==> src/rtl/hovalaag_word_feeder.sv <==
`default_nettype none
// ============================================================================
// Module  : hovalaag_word_feeder
// Brief   : Serialises 32-bit words into 6-bit beats for the hovalaag core pins,
//           sequences the core reset and captures its io_out byte per word.
// Revision: 1.0 - initial release
// ============================================================================
module hovalaag_word_feeder #(
    parameter int unsigned RST_CYCLES = 4,
    parameter int unsigned OUT_DELAY  = 2,
    parameter logic [5:0]  IDLE_BEATS = 6'h00
) (
    input  logic        clk,
    input  logic        rst_n,
    input  logic        soft_reset,
    input  logic        word_valid,
    output logic        word_ready,
    input  logic [31:0] word_data,
    output logic [5:0]  data_in,
    output logic        dut_rst,
    output logic        frame_start,
    input  logic [7:0]  dut_out,
    output logic        out_valid,
    input  logic        out_ready,
    output logic [7:0]  out_data,
    output logic        overrun
);

    localparam logic [1:0] S_RST_DUT = 2'd0;
    localparam logic [1:0] S_IDLE    = 2'd1;
    localparam logic [1:0] S_SEND    = 2'd2;

    localparam logic [3:0] c_RST_LOAD  = 4'(RST_CYCLES);
    localparam logic [2:0] c_LAST_BEAT = 3'd5;

    logic [1:0]           r_state;
    logic [3:0]           r_cnt;
    logic [2:0]           r_beat;
    logic [31:0]          r_word;
    logic [OUT_DELAY-1:0] r_mark;
    logic                 r_out_valid;
    logic [7:0]           r_out_data;
    logic                 r_overrun;

    logic                 w_accept;
    logic                 w_last_beat;
    logic                 w_cap;
    logic [3:0]           w_nib_xor;
    logic [5:0]           w_beat;

    assign w_last_beat = (r_state == S_SEND) && (r_beat == c_LAST_BEAT);
    assign word_ready  = (r_state == S_IDLE) || w_last_beat;
    assign w_accept    = word_valid && word_ready;

    always_comb begin
        w_nib_xor = 4'h0;
        for (int i = 0; i < 8; i++) begin
            w_nib_xor = w_nib_xor ^ r_word[4*i +: 4];
        end
    end

    // Beat 5 carries a nibble checksum alongside the top two word bits.
    always_comb begin
        w_beat = IDLE_BEATS;
        case (r_beat)
            3'd0:    w_beat = r_word[5:0];
            3'd1:    w_beat = r_word[11:6];
            3'd2:    w_beat = r_word[17:12];
            3'd3:    w_beat = r_word[23:18];
            3'd4:    w_beat = r_word[29:24];
            3'd5:    w_beat = {w_nib_xor, r_word[31:30]};
            default: w_beat = IDLE_BEATS;
        endcase
    end

    assign data_in     = (r_state == S_SEND) ? w_beat : IDLE_BEATS;
    assign frame_start = (r_state == S_SEND) && (r_beat == 3'd0);
    assign dut_rst     = (r_state == S_RST_DUT);

    always_ff @(posedge clk or negedge rst_n) begin
        if (!rst_n) begin
            r_state <= S_RST_DUT;
            r_cnt   <= c_RST_LOAD;
            r_beat  <= 3'd0;
            r_word  <= 32'h0;
        end else if (soft_reset) begin
            r_state <= S_RST_DUT;
            r_cnt   <= c_RST_LOAD;
            r_beat  <= 3'd0;
        end else begin
            case (r_state)
                S_RST_DUT: begin
                    if (r_cnt <= 4'd1) begin
                        r_cnt   <= 4'd0;
                        r_state <= S_IDLE;
                    end else begin
                        r_cnt <= r_cnt - 4'd1;
                    end
                end
                S_IDLE: begin
                    if (w_accept) begin
                        r_word  <= word_data;
                        r_beat  <= 3'd0;
                        r_state <= S_SEND;
                    end
                end
                S_SEND: begin
                    if (r_beat == c_LAST_BEAT) begin
                        r_beat <= 3'd0;
                        if (w_accept) begin
                            r_word <= word_data;
                        end else begin
                            r_state <= S_IDLE;
                        end
                    end else begin
                        r_beat <= r_beat + 3'd1;
                    end
                end
                default: begin
                    r_state <= S_RST_DUT;
                    r_cnt   <= c_RST_LOAD;
                    r_beat  <= 3'd0;
                end
            endcase
        end
    end

    // The mark pipeline tracks beat5 timing only, so it keeps running across FSM transitions.
    assign w_cap = r_mark[OUT_DELAY-1];

    always_ff @(posedge clk or negedge rst_n) begin
        if (!rst_n) begin
            r_mark      <= '0;
            r_out_valid <= 1'b0;
            r_out_data  <= 8'h00;
            r_overrun   <= 1'b0;
        end else if (soft_reset) begin
            r_mark      <= '0;
            r_out_valid <= 1'b0;
        end else begin
            r_mark <= OUT_DELAY'({r_mark, w_last_beat});
            if (w_cap) begin
                r_out_data  <= dut_out;
                r_out_valid <= 1'b1;
                if (r_out_valid && !out_ready) begin
                    r_overrun <= 1'b1;
                end
            end else if (r_out_valid && out_ready) begin
                r_out_valid <= 1'b0;
            end
        end
    end

    assign out_valid = r_out_valid;
    assign out_data  = r_out_data;
    assign overrun   = r_overrun;

endmodule
`default_nettype wire
==> config.mk <==
export PLATFORM = sky130hd
export DESIGN_NAME = hovalaag_word_feeder
export DESIGN_NICKNAME = d
export VERILOG_FILES = /design/src/rtl/hovalaag_word_feeder.sv
export SDC_FILE = /design/constraint.sdc
export NUM_CORES = 1
export LEC_CHECK = 0
export CAP_MARGIN = 20
export CELL_PAD_IN_SITES_DETAIL_PLACEMENT = 1
export CELL_PAD_IN_SITES_GLOBAL_PLACEMENT = 2
export CORE_MARGIN = 2
export CORE_UTILIZATION = 35
export DETAILED_ROUTE_END_ITERATION = 10
export MAX_ROUTING_LAYER = met4
export PLACE_DENSITY = 0.95
export SETUP_SLACK_MARGIN = 0.15
export SLEW_MARGIN = 25
export SYNTH_ARGS = -nofsm -noshare
export SYNTH_HDL_FRONTEND = slang
export SYNTH_SLANG_ARGS = --single-unit
==> constraint.sdc <==
create_clock -name clk -period 3.45 [get_ports clk]
set_clock_uncertainty 0.1 [all_clocks]
set_input_delay 0.69 -clock clk [delete_from_list [all_inputs] [get_ports clk]]
set_output_delay 0.69 -clock clk [all_outputs]
set_load 0.01 [all_outputs]
Yosys cells after proc, flatten, opt, wreduce, memory -nomap -nowiden
Index checks and enable logic that the tools add are counted.
- flip-flop bits (word level): 53
- input bits: 45
- output and inout bits: 19
- logic and storage cells: 72
- add/sub/neg operators: 2
- magnitude comparators: 1
- equality and inequality tests: 14
- mux-type cells: 22
- bitwise operators: 8
- reductions and logical operators: 17
- operators with widths (operator ; count):
    $mux 32 ; 2
    $pmux 32 s2 ; 1
    $pmux 6 s6 ; 1
    $xor 4x4->4 ; 7
    $mux 2 ; 6
    $mux 3 ; 3
    $pmux 3 s3 ; 1
    $mux 4 ; 2
    $pmux 4 s2 ; 1
    $eq 3x2->1 const B ; 2
    $eq 3x3->1 const B ; 2
    $mux 6 ; 1
    $ne 3x2->1 const B ; 2
    $ne 3x3->1 const B ; 2
    $pmux 2 s3 ; 1
    $reduce_and 3->1 ; 2
    $logic_and 1x1->1 ; 5
    $le 4x1->1 const B ; 1
    $ne 2x1->1 const B ; 2
    $reduce_and 2->1 ; 2
    $reduce_and 4->1 ; 1
    $sub 4x1->4 const B ; 1
    $add 3x1->3 const B ; 1
    $eq 3x1->1 const B ; 1
    other kinds (12) ; 14

Depth between registers and ports, before layout
Gate-level depths: netlist of the first run.
- depth after elaboration: 9
- gate-level depth with buffers: 9
- mapped depth without buffers: 7

Worst setup path before layout of the first run
OpenSTA, ideal clock, no wires.
- path kind: reg-to-output
- start: register r_beat[0]
- end: output data_in[3]
- arrival: 1.617 ns
- setup slack: 1.043 ns
- stages on the path, launching flop included: 10
- cell sequence: dfrtp_1 > buf_4 > clkbuf_1 > inv_1 > nor2_1 > ha_1 > nand2_1 > a31oi_1 > o211ai_1 > o21ai_0
- longest elaborated chain between the ends: 3
- elaborated cells between the ends (all ways): 8
- ends and longest elaborated chain (item ; RTL line ; text):
    start, declared ; 38 ; logic [2:0] r_beat;
    start signal, assigned ; 116 ; r_beat <= r_beat + 3'd1;
    $eq 3x3->1, or another cell as far along ; 65 ; case (r_beat)
    $pmux 6 s6 * ; 65 ;
    $mux 6 * ; 76 ; assign data_in = (r_state == S_SEND) ? w_beat : IDLE_BEATS;
    end, declared ; 19 ; output logic [5:0] data_in,
Mark *: on every way between the ends. The rest lies on a longest branch, timed or not.

Worst setup path in the final report of the first run
- start: register r_beat[1]
- end: output data_in[3]
Same word-level chain as after synthesis.

==> results of run 1 <==
layer usage:
layer | wire (um) | global-route usage [%] | part of all wire, % | vias to the layer above
met5 | 0 | - | 0 | -
met4 | 41 | 3.62 | 0.61 | 0
met3 | 247 | 2.71 | 3.7 | 4
met2 | 3300 | 26.8 | 49 | 49
met1 | 3110 | 21.6 | 46 | 1045
li1 | - | - | - | 990
timing repair:
| action | CTS | global route |
|---|---|---|
| endpoints found under the hold margin | 0 | 0 |
| cloned | 0 | 0 |
| gates resized for setup | 2 | 1 |
| setup buffers | 0 | 3 |
| endpoints found under the setup margin | 1 | 5 |
power by group:
group	switching (mW)	internal [mW]
combinational	0.372	0.481
sequential	0.146	0.759
clock	0.221	0.145
layout make-up:
| cell class | count | area, um^2 | share of cell area, % |
|---|---|---|---|
| multi-input cells | 171 | 1440 | 38.8 |
| flip-flops and latches | 53 | 1330 | 35.8 |
| repair buffers | 71 | 686 | 18.5 |
| well taps | 105 | 131 | 3.54 |
| clock buffers | 5 | 68.8 | 1.86 |
| inverters | 9 | 33.8 | 0.911 |
| clock inverters | 3 | 21.3 | 0.574 |
critical path, stage by stage (launching register included):
cell	delay, ps
sky130_fd_sc_hd__dfrtp_2	420
sky130_fd_sc_hd__inv_1	110
sky130_fd_sc_hd__nor2_1	130
sky130_fd_sc_hd__ha_2	260
sky130_fd_sc_hd__nand2_1	100
sky130_fd_sc_hd__a31oi_1	220
sky130_fd_sc_hd__o211ai_1	120
sky130_fd_sc_hd__o21ai_0	120
sky130_fd_sc_hd__clkdlybuf4s50_1	580
logic make-up after synthesis:
group / count (synthesis)
simple gates: 45
buf+inv: 21
compound gates: 45
xor+xnor: 28
fa+ha+maj: 7
mux: 46
flops: 53
synth_stat cells (7+ instances only):
cell                       instances
sky130_fd_sc_hd__a21oi_1           8
sky130_fd_sc_hd__clkbuf_1          8
sky130_fd_sc_hd__dfrtp_1          52
sky130_fd_sc_hd__ha_1              7
sky130_fd_sc_hd__inv_1             9
sky130_fd_sc_hd__mux2_2           39
sky130_fd_sc_hd__nand2_1          11
sky130_fd_sc_hd__nand2b_1          7
sky130_fd_sc_hd__o21ai_0           9
sky130_fd_sc_hd__xnor2_1          20
sky130_fd_sc_hd__xor2_1            8
state kept, by name (all words and copies together) (netlist names):
register and cells:
out_valid 1, overrun 1, r_state 2, out_data 8, r_beat 3, r_word 32
r_cnt 4, r_mark 2
final timing paths:
path                       startpoint         end  slack [ps]  cells past startpoint
hold reg to reg               overrun     overrun         370                      1
min in group clk              overrun     overrun         370                      1
setup / recovery            r_beat[1]  data_in[3]         290                      8
hold / removal                  rst_n    r_cnt[3]         340                      1
setup reg to reg           r_state[0]  r_word[24]        1030                      7
max in group asynchronous       rst_n  r_word[27]        2150                      2
stage by stage:
stage          total power [mW]  instance area (um^2)  utilization [%]
3_3_place_gp               1.74                  3590             44.4
4_1_cts                    2.16                  3680             45.5
6_report                   2.12                  3710             45.8
2_1_floorplan              1.52                  2870                -
3_5_place_dp               1.77                  3590             44.4
5_1_grt                    2.28                  3710             45.8
==> impl_metrics.sql, run 1 <==
INSERT INTO impl_metrics (metric_group, metric, value, unit) VALUES
('sta', 'transition_time_at_the_pin_with_the_least_slew_margin', '761', 'ps'),
('routing', 'wl_per_cell', '16.1', 'um'),
('clock_tree', 'clkSinkCount', '53', ''),
('layout', 'insertedDiodeCount', '0', ''),
('power', 'power_per_cell_area', '573', 'mW/mm^2'),
('global_route', 'grt_pass1_wl', '11100', 'um'),
('synthesis', 'synth_enable_flop_cells', '0', ''),
('clock_tree', 'clock_tree.root_cell', 'sky130_fd_sc_hd__clkbuf_8', ''),
('synthesis', 'synth_area_per_inst', '11.7', 'um^2'),
('worst_setup_path', 'type_of_element_capturing_the_critical_path', 'output port', ''),
('die', 'chipWidth', '94.5', 'um'),
('die', 'core_region_area', '0.00809', 'mm^2'),
('synthesis', 'syn-instance-count', '245', ''),
('synthesis', 'postSynth.asyncResetShare', '100', '%'),
('synthesis', 'synthAdderAreaFrac', '3.06', '%'),
('sta', 'fin_setup_tns', '0', 'ps'),
('sta', 'timing.slew.headroom', '49.2', '%'),
('worst_setup_path', 'timing.critical_path.required', '2660', 'ps'),
('power', 'leakage', '1.61', 'nW'),
('sta', 'fmax', '0.317', 'GHz'),
('clock_tree', 'cts-htree-levels', '2', ''),
('global_route', 'grt_antenna_before_repair', '0', ''),
('layout', 'flow.area_growth_from_synthesis', '29.4', '%'),
('sta', 'timing.final.crit_period', '3160', 'ps'),
('synthesis', 'synth.largest_area_cell', 'sky130_fd_sc_hd__dfrtp_1', ''),
('die', 'initial_core_util', '35.4', '%'),
('placement', 'dpl.cell_count', '406', ''),
('synthesis', 'mux_cell_area_share_after_synthesis', '18.8', '%'),
('sta', 'layout_setup_ws', '292', 'ps'),
('layout', 'net_count_reported_at_finish', '363', ''),
('synthesis', 'synth_top_family_by_area', 'multiplexers', ''),
('die', 'die_h', '94.5', 'um'),
('synthesis', 'yosys_warnings', '0', ''),
('routing', 'drc_marker_count_from_the_first_detailed_route_iteration', '39', ''),
('placement', 'post-place-ws', '394', 'ps'),
('sta', 'slew_viol_final', '0', ''),
('clock_tree', 'worstSkewPairLatency', '310', 'ps'),
('worst_setup_path', 'critPathLaunchType', 'flip-flop', ''),
('run', 'drv.max_cap_violation_count', '0', ''),
('clock_tree', 'clock_pin_slew_on_the_worst_setup_and_hold_paths', '110', 'ps'),
('die', 'num_rows', '33', ''),
('clock_tree', 'cts_tree', 'done', ''),
('placement', 'numPortBuffers', '63', ''),
('synthesis', 'synth.top_cell.area_share', '45.4', '%'),
('routing', 'routed_wirelength', '6690', 'um'),
('worst_setup_path', 'worst-endpoint-arrival', '2370', 'ps'),
('synthesis', 'synth_xor_xnor_area_share', '8.56', '%'),
('placement', 'place_congestion', '0.759', ''),
('routing', 'via_count', '2088', ''),
('power', 'max-vdd-ir-drop', '0.239', 'mV'),
('global_route', 'grt_use_total', '16.4', '%'),
('status', 'run_status', 'completed', ''),
('synthesis', 'ys_flop_type', 'sky130_fd_sc_hd__dfrtp_1', ''),
('placement', 'detailedPlacementHpwl', '4940', 'um'),
('worst_setup_path', 'timing.setup.critical_path_class', 'flip-flop to output port', ''),
('min_path', 'hold_path_class', 'input port to asynchronous set/reset pin', ''),
('die', 'top_level_ports', '64', ''),
('layout', 'most_frequent_standard_cell_in_the_layout_excluding_fill_and_tap_cells', 'sky130_fd_sc_hd__clkdlybuf4s50_1', ''),
('layout', 'commonest_cells_after_routing_fill_and_taps_aside', 'sky130_fd_sc_hd__clkdlybuf4s50_1, sky130_fd_sc_hd__dfrtp_1, sky130_fd_sc_hd__mux2_2, sky130_fd_sc_hd__xnor2_1, sky130_fd_sc_hd__nand2_1', ''),
('sta', 'timing_hold_violations_final', '0', ''),
('sta', 'fin_crit_sh', '91.5', '%'),
('synthesis', 'syn-cell-area', '0.00287', 'mm^2'),
('clock_tree', 'cts_buffer_depth', '2', ''),
('die', 'fp.dieArea', '0.00893', 'mm^2'),
('sta', 'finalSetupViolations', '0', ''),
('synthesis', 'syn_nets', '297', ''),
('synthesis', 'postSynthRegisterBits', '53', ''),
('routing', 'drc_errors', '0', ''),
('synthesis', 'synth.area.top_cells', 'sky130_fd_sc_hd__dfrtp_1, sky130_fd_sc_hd__mux2_2, sky130_fd_sc_hd__xnor2_1, sky130_fd_sc_hd__ha_1, sky130_fd_sc_hd__xor2_1', ''),
('sta', 'finalHoldWorstSlack', '338', 'ps'),
('routing', 'first_pass_iteration_count_of_the_detailed_router', '4', '');
(Power assumes the default switching activity.)
==> inputs of run 2 (changes only) <==
--- a/config.mk
+++ b/config.mk
@@ -11,10 +11,11 @@
 export CORE_MARGIN = 2
 export CORE_UTILIZATION = 35
 export DETAILED_ROUTE_END_ITERATION = 10
+export HOLD_SLACK_MARGIN = 0.12
 export MAX_ROUTING_LAYER = met4
-export PLACE_DENSITY = 0.95
+export PLACE_DENSITY = 0.92
 export SETUP_SLACK_MARGIN = 0.15
-export SLEW_MARGIN = 25
+export SLEW_MARGIN = 20
 export SYNTH_ARGS = -nofsm -noshare
 export SYNTH_HDL_FRONTEND = slang
 export SYNTH_SLANG_ARGS = --single-unit
==> run 2 against run 1 <==
Effect of this change:
- worst hold slack better by 24 ps
- combinational power hardly changed
- count of clock-buffer cells in the layout unchanged
- critical endpoint is now frame_start
- global-route usage grew 0.14 points
- largest power group unchanged
- wire length shrank 0.27%
- via count fell by 0.57%
- critical path depth decreased by 4
- fmax increased by 1.8%
- critical path type unchanged
- highest routed layer unchanged
- clock power is 3% lower
==> impl_metrics.sql, run 2 (synthesis results as in run 1) <==
INSERT INTO impl_metrics (metric_group, metric, value, unit) VALUES
('routing', 'drc_errors', '0', ''),
('layout', 'net_count_reported_at_finish', '361', ''),
('sta', 'finalSetupViolations', '0', ''),
('die', 'core_region_area', '0.00809', 'mm^2'),
('layout', 'layoutNonFillerInstCount', '415', ''),
('routing', 'drc_marker_count_from_the_first_detailed_route_iteration', '72', ''),
('worst_setup_path', 'rr_startpoint', 'r_state[0]', ''),
('global_route', 'grt_antenna_before_repair', '0', ''),
('min_path', 'hold_path_startpoint', 'overrun', ''),
('placement', 'dpl.cell_count', '405', ''),
('sta', 'timing.final.crit_period', '3100', 'ps'),
('placement', 'place_congestion', '0.742', ''),
('die', 'chipWidth', '94.5', 'um'),
('die', 'top_level_ports', '64', ''),
('worst_setup_path', 'cp_cell_sequence', 'inv_1 -> ha_1 -> nor4b_1 -> clkdlybuf4s50_1', ''),
('die', 'fp.dieArea', '0.00893', 'mm^2'),
('min_path', 'hold_path_class', 'flip-flop to flip-flop', ''),
('min_path', 'whs_endpoint', 'overrun', ''),
('clock_tree', 'cts.hold.buffers_added', '0', ''),
('die', 'initial_core_util', '35.4', '%'),
('layout', 'largest_reg_flops', '32', ''),
('clock_tree', 'cts_buffer_depth', '2', ''),
('power', 'leakage', '1.60', 'nW'),
('clock_tree', 'clock_tree.root_cell', 'sky130_fd_sc_hd__clkbuf_8', ''),
('status', 'run_status', 'completed', ''),
('layout', 'most_frequent_standard_cell_in_the_layout_excluding_fill_and_tap_cells', 'sky130_fd_sc_hd__clkdlybuf4s50_1', ''),
('global_route', 'grt_use_total', '16.6', '%'),
('worst_setup_path', 'timing.critical_path.required', '2660', 'ps'),
('worst_setup_path', 'critPathLaunchType', 'flip-flop', ''),
('routing', 'route.antenna.remaining_nets', '0', ''),
('sta', 'slew_viol_final', '0', ''),
('sta', 'fmax', '0.322', 'GHz'),
('run', 'drv.max_cap_violation_count', '0', ''),
('layout', 'commonest_cells_after_routing_fill_and_taps_aside', 'sky130_fd_sc_hd__clkdlybuf4s50_1, sky130_fd_sc_hd__dfrtp_1, sky130_fd_sc_hd__mux2_2, sky130_fd_sc_hd__xnor2_1, sky130_fd_sc_hd__nand2_1', ''),
('placement', 'numPortBuffers', '63', ''),
('clock_tree', 'clkSinkCount', '53', ''),
('sta', 'transition_time_at_the_pin_with_the_least_slew_margin', '878', 'ps'),
('sta', 'fin_crit_sh', '89.9', '%'),
('placement', 'post-place-ws', '435', 'ps'),
('clock_tree', 'cts_tree', 'done', ''),
('die', 'num_rows', '33', ''),
('sta', 'timing_hold_violations_final', '0', ''),
('power', 'power_per_cell_area', '571', 'mW/mm^2'),
('worst_setup_path', 'path_max_fanout', '12', ''),
('global_route', 'pin_count_of_the_biggest_net_entering_global_routing', '39', ''),
('clock_tree', 'worstSkewPairLatency', '300', 'ps'),
('sta', 'fin_setup_tns', '0', 'ps'),
('worst_setup_path', 'reg2regPathDepth', '6', ''),
('routing', 'first_pass_iteration_count_of_the_detailed_router', '4', ''),
('clock_tree', 'cts-htree-levels', '2', ''),
('sta', 'unrepaired_setup_endpoints_after_global_routing', 'false', ''),
('min_path', 'timing.hold.worst_path_depth', '1', ''),
('worst_setup_path', 'regToRegEndpoint', 'r_word[5]', ''),
('worst_setup_path', 'worst-endpoint-arrival', '2310', 'ps'),
('layout', 'share_of_layout_cells_above_drive_strength_1', '20.6', '%'),
('routing', 'met2WireLength', '3480', 'um'),
('routing', 'routed_wirelength', '6680', 'um'),
('global_route', 'via_count_of_the_first_global_routing_pass', '2214', ''),
('routing', 'avgViaCountPerCell', '5.00', ''),
('placement', 'detailedPlacementHpwl', '4920', 'um'),
('clock_tree', 'clock_pin_slew_on_the_worst_setup_and_hold_paths', '100', 'ps'),
('layout', 'insertedDiodeCount', '0', ''),
('global_route', 'gr-total-overflow', '0', ''),
('worst_setup_path', 'timing.setup.critical_path_class', 'flip-flop to output port', ''),
('routing', 'wl_met3', '255', 'um'),
('die', 'die_h', '94.5', 'um'),
('worst_setup_path', 'worst-r2r-setup-slack', '1050', 'ps'),
('layout', 'flow.area_growth_from_synthesis', '29.2', '%'),
('worst_setup_path', 'worst_path_largest_cell_delay', '610', 'ps'),
('routing', 'wl_per_cell', '16.1', 'um'),
('worst_setup_path', 'crit_path_top_delay_cell', 'sky130_fd_sc_hd__clkdlybuf4s50_1', ''),
('routing', 'via_count', '2076', ''),
('sta', 'timing.slew.headroom', '41.5', '%'),
('power', 'max-vdd-ir-drop', '0.238', 'mV'),
('layout', 'largest-register', 'r_word', ''),
('global_route', 'grt_pass1_wl', '11200', 'um'),
('worst_setup_path', 'type_of_element_capturing_the_critical_path', 'output port', ''),
('routing', 'met1_length', '2900', 'um'),
('sta', 'layout_setup_ws', '349', 'ps'),
('clock_tree', 'cts_made_buffers', '5', ''),
('routing', 'top_layer_used', 'met4', '');
## run 2: worst max-delay path by stage
stage | slack (ps) | cells past startpoint | to | start
final | 350 | 4 | frame_start | r_state[0]
after global routing | 170 | 4 | frame_start | r_state[0]
after CTS | 200 | 8 | data_in[3] | r_beat[1]
after detailed placement | 430 | 8 | data_in[3] | r_beat[1]
after global placement | 490 | 8 | data_in[3] | r_beat[1]
after floorplan | 1040 | 9 | data_in[3] | r_beat[0]
## run 2: timing repair
item / CTS / global route
setup buffers: 0 / 2
gates resized for setup: 1 / 3
setup endpoints to repair: 3 / 6
## run 2: worst max-delay path: cells and delay by family, from the launching register on
kind	cells	cell delay (ps)
and+or+nand+nor	1	390
adders and majority gates	1	450
DFF	1	440
buffers and inverters	2	730
## run 2: report_power, final
group | leakage, nW | switching, mW | internal, mW | total (mW)
sequential | 0.713 | 0.147 | 0.759 | 0.907
combinational | 0.842 | 0.373 | 0.478 | 0.852
clock | 0.0445 | 0.210 | 0.144 | 0.355
total | 1.60 | 0.731 | 1.38 | 2.11
## run 2: stage by stage
stage	power, mW	utilization (%)	cell area (um^2)	hold slack [ps]
2_1_floorplan	1.52	-	2870	294
3_3_place_gp	1.74	44.3	3580	340
3_5_place_dp	1.78	44.3	3580	345
4_1_cts	2.15	45.4	3670	369
5_1_grt	2.27	45.8	3700	420
6_report	2.11	45.8	3700	362
## run 2: layout make-up
type                            instances  area [um^2]
Multi-Input combinational cell        171         1450
Timing Repair Buffer                   69          671
Sequential cell                        53         1330
Tap cell                              105          131
Inverter                                9         33.8
Clock inverter                          3         21.3
Clock buffer                            5         68.8
Fill cell                             882         4390
## run 2: metal layers
metal	global-route usage (%)	up-vias
met4	4.83	0
met5	-	-
met3	3.11	4
li1	-	984
met1	20.3	1039
met2	28.0	49
==> inputs of run 3 (changes only) <==
--- a/config.mk
+++ b/config.mk
@@ -14,6 +14,7 @@
 export HOLD_SLACK_MARGIN = 0.12
 export MAX_ROUTING_LAYER = met4
 export PLACE_DENSITY = 0.92
+export REMOVE_ABC_BUFFERS = 1
 export SETUP_SLACK_MARGIN = 0.15
 export SLEW_MARGIN = 20
 export SYNTH_ARGS = -nofsm -noshare
==> run 3 against run 2 <==
Effect of this change:
- register-to-register slack hardly changed
- final cell count decreased by 0.48%
- power decreased by 0.23%
- wire length down 1.2%
- non-clock buffer count down 2
- critical endpoint is now data_in[3]
- highest routed layer unchanged
==> impl_metrics.sql, run 3 (synthesis results as in run 1) <==
INSERT INTO impl_metrics (metric_group, metric, value, unit) VALUES
('power', 'power_per_cell_area', '573', 'mW/mm^2'),
('routing', 'routed_wirelength', '6590', 'um'),
('clock_tree', 'worstSkewPairLatency', '310', 'ps'),
('worst_setup_path', 'rr_startpoint', 'r_state[0]', ''),
('layout', 'final_design_area_no_fill', '0.00368', 'mm^2'),
('die', 'die_h', '94.5', 'um'),
('worst_setup_path', 'worst_path_largest_cell_delay', '580', 'ps'),
('worst_setup_path', 'worst-endpoint-arrival', '2400', 'ps'),
('layout', 'most_frequent_standard_cell_in_the_layout_excluding_fill_and_tap_cells', 'sky130_fd_sc_hd__clkdlybuf4s50_1', ''),
('worst_setup_path', 'worst-r2r-setup-slack', '1060', 'ps'),
('worst_setup_path', 'critPathLaunchType', 'flip-flop', ''),
('clock_tree', 'cts-htree-levels', '2', ''),
('worst_setup_path', 'timing.critical_path.required', '2660', 'ps'),
('power', 'cellInternalPower', '1.38', 'mW'),
('die', 'top_level_ports', '64', ''),
('layout', 'share_of_layout_cells_above_drive_strength_1', '20.8', '%'),
('global_route', 'grtUsageMet3', '2.71', '%'),
('sta', 'fin_setup_tns', '0', 'ps'),
('power', 'swShare', '34.6', '%'),
('layout', 'commonest_cells_after_routing_fill_and_taps_aside', 'sky130_fd_sc_hd__clkdlybuf4s50_1, sky130_fd_sc_hd__dfrtp_1, sky130_fd_sc_hd__mux2_2, sky130_fd_sc_hd__xnor2_1, sky130_fd_sc_hd__nand2_1', ''),
('clock_tree', 'clkSinkCount', '53', ''),
('routing', 'wl_per_cell', '16.0', 'um'),
('status', 'run_status', 'completed', ''),
('worst_setup_path', 'path_max_fanout', '11', ''),
('worst_setup_path', 'reg2regPathDepth', '6', ''),
('min_path', 'hold_path_class', 'input port to asynchronous set/reset pin', ''),
('power', 'combinational_power_share', '40.4', '%'),
('power', 'leakage', '1.58', 'nW'),
('routing', 'route.antenna.remaining_nets', '0', ''),
('worst_setup_path', 'timing.setup.critical_path_class', 'flip-flop to output port', ''),
('global_route', 'grt-busiest-layer', 'met2', ''),
('global_route', 'via_count_of_the_first_global_routing_pass', '2286', ''),
('die', 'core_region_area', '0.00809', 'mm^2'),
('sta', 'timing.final.crit_period', '3190', 'ps'),
('placement', 'dpl.cell_count', '405', ''),
('clock_tree', 'clock_tree.root_cell', 'sky130_fd_sc_hd__clkbuf_8', ''),
('placement', 'place_congestion', '0.756', ''),
('clock_tree', 'clock_pin_slew_on_the_worst_setup_and_hold_paths', '100', 'ps'),
('clock_tree', 'cts_tree', 'done', ''),
('layout', 'largest-register', 'r_word', ''),
('layout', 'net_count_reported_at_finish', '359', ''),
('sta', 'transition_time_at_the_pin_with_the_least_slew_margin', '787', 'ps'),
('worst_setup_path', 'regToRegEndpoint', 'r_word[13]', ''),
('die', 'chipWidth', '94.5', 'um'),
('global_route', 'use_met2', '27.4', '%'),
('sta', 'unrepaired_setup_endpoints_after_global_routing', 'true', ''),
('routing', 'avgViaCountPerCell', '5.00', ''),
('layout', 'layoutNonFillerInstCount', '413', ''),
('global_route', 'grt_antenna_before_repair', '0', ''),
('power', 'max-vdd-ir-drop', '0.238', 'mV'),
('sta', 'slew_viol_final', '0', ''),
('global_route', 'pin_count_of_the_biggest_net_entering_global_routing', '34', ''),
('placement', 'dpl-instance-area', '0.00358', 'mm^2'),
('sta', 'fin_crit_sh', '92.4', '%'),
('worst_setup_path', 'worst_setup_path_startpoint', 'r_beat[1]', ''),
('global_route', 'use_met1', '18.8', '%'),
('die', 'initial_core_util', '35.4', '%'),
('placement', 'detailedPlacementHpwl', '4990', 'um'),
('worst_setup_path', 'cp_cell_sequence', 'inv_1 -> nor2_1 -> ha_2 -> nand2_1 -> a31oi_1 -> o211ai_1 -> o21ai_0 -> clkdlybuf4s50_1', ''),
('clock_tree', 'cts_made_buffers', '5', ''),
('layout', 'insertedDiodeCount', '0', ''),
('clock_tree', 'cts_buffer_depth', '2', ''),
('die', 'num_rows', '33', ''),
('worst_setup_path', 'crit_path_top_delay_cell', 'sky130_fd_sc_hd__clkdlybuf4s50_1', ''),
('layout', 'flow.area_growth_from_synthesis', '28.2', '%'),
('routing', 'drc_marker_count_from_the_first_detailed_route_iteration', '51', ''),
('sta', 'fmax', '0.314', 'GHz'),
('sta', 'finalSetupViolations', '0', ''),
('run', 'drv.max_cap_violation_count', '0', ''),
('layout', 'largest_reg_flops', '32', ''),
('die', 'fp.dieArea', '0.00893', 'mm^2'),
('routing', 'drc_errors', '0', ''),
('global_route', 'grt_use_total', '15.8', '%'),
('worst_setup_path', 'type_of_element_capturing_the_critical_path', 'output port', ''),
('sta', 'timing.slew.headroom', '47.4', '%'),
('power', 'seq_power_share', '42.9', '%'),
('power', 'clkPwrFrac', '16.7', '%'),
('layout', 'fill_cells', '881', ''),
('global_route', 'gr-total-overflow', '0', ''),
('sta', 'timing_hold_violations_final', '0', ''),
('global_route', 'grt_pass1_wl', '10700', 'um'),
('routing', 'first_pass_iteration_count_of_the_detailed_router', '4', ''),
('routing', 'via_count', '2067', ''),
('power', 'net-switching-power', '0.729', 'mW'),
('placement', 'numPortBuffers', '63', '');
-- run 3: cell count changes in the layout (fill, tap and decap cells not counted) --
cell,before,now
sky130_fd_sc_hd__buf_4,6,4
sky130_fd_sc_hd__clkinv_2,1,2
sky130_fd_sc_hd__dfrtp_1,51,50
sky130_fd_sc_hd__dfrtp_2,1,2
sky130_fd_sc_hd__ha_2,0,1
sky130_fd_sc_hd__ha_4,1,0
sky130_fd_sc_hd__inv_1,9,8
sky130_fd_sc_hd__inv_2,0,1
sky130_fd_sc_hd__inv_6,1,0
-- run 3: how the worst max path moves through the flow --
stage,endpoint
global placement,data_in[3]
CTS,data_in[3]
global route,data_in[3]
finish,data_in[3]
detailed placement,data_in[3]
floorplan,r_word[0]
-- run 3: critical path, delay by kind of cell, from the launching register on --
kind | cells | cell delay (ps)
simple gates | 2 | 230
buf+inv | 2 | 710
compound gates | 3 | 400
fa+ha+maj | 1 | 270
flops | 1 | 470
-- run 3: repair_timing --
| item | CTS | global route |
|---|---|---|
| pin swaps | 0 | 0 |
| hold buffers | 0 | 0 |
| setup buffers | 0 | 0 |
| resized for setup | 2 | 3 |
| setup endpoints to repair | 4 | 6 |
| cloned | 0 | 0 |
-- run 3: area by class of cell --
| class | instances | area, um^2 | share of cell area (%) |
|---|---|---|---|
| clock buffers | 5 | 68.8 | 1.87 |
| flip-flops and latches | 53 | 1330 | 36.2 |
| repair buffers | 67 | 656 | 17.8 |
| multi-input cells | 171 | 1440 | 39.1 |
| clock inverters | 3 | 17.5 | 0.477 |
| inverters | 9 | 33.8 | 0.919 |
| well taps | 105 | 131 | 3.57 |
-- run 3: metal layers --
layer | up-vias | wire [um]
li1 | 985 | -
met1 | 1031 | 2930
met2 | 45 | 3340
met3 | 6 | 256
met5 | - | 0
met4 | 0 | 66
-- run 3: through the flow --
step                hold WS [ps]  setup slack [ps]  total power [mW]  utilization [%]
floorplan                    294               894              1.52                -
global placement             344               512              1.75             44.3
detailed placement           350               419              1.78             44.3
CTS                          366               152              2.14             45.4
global route                 389               134              2.28             45.4
finish                       335               264              2.11             45.4
-- run 3: power groups by stage --
stage	registers (mW)	clock network, mW	logic, mW
after floorplan	0.873	0	0.642
after global placement	0.913	0	0.833
after detailed placement	0.921	0	0.861
after CTS	0.908	0.366	0.867
after global routing	0.929	0.390	0.958
final	0.905	0.351	0.852
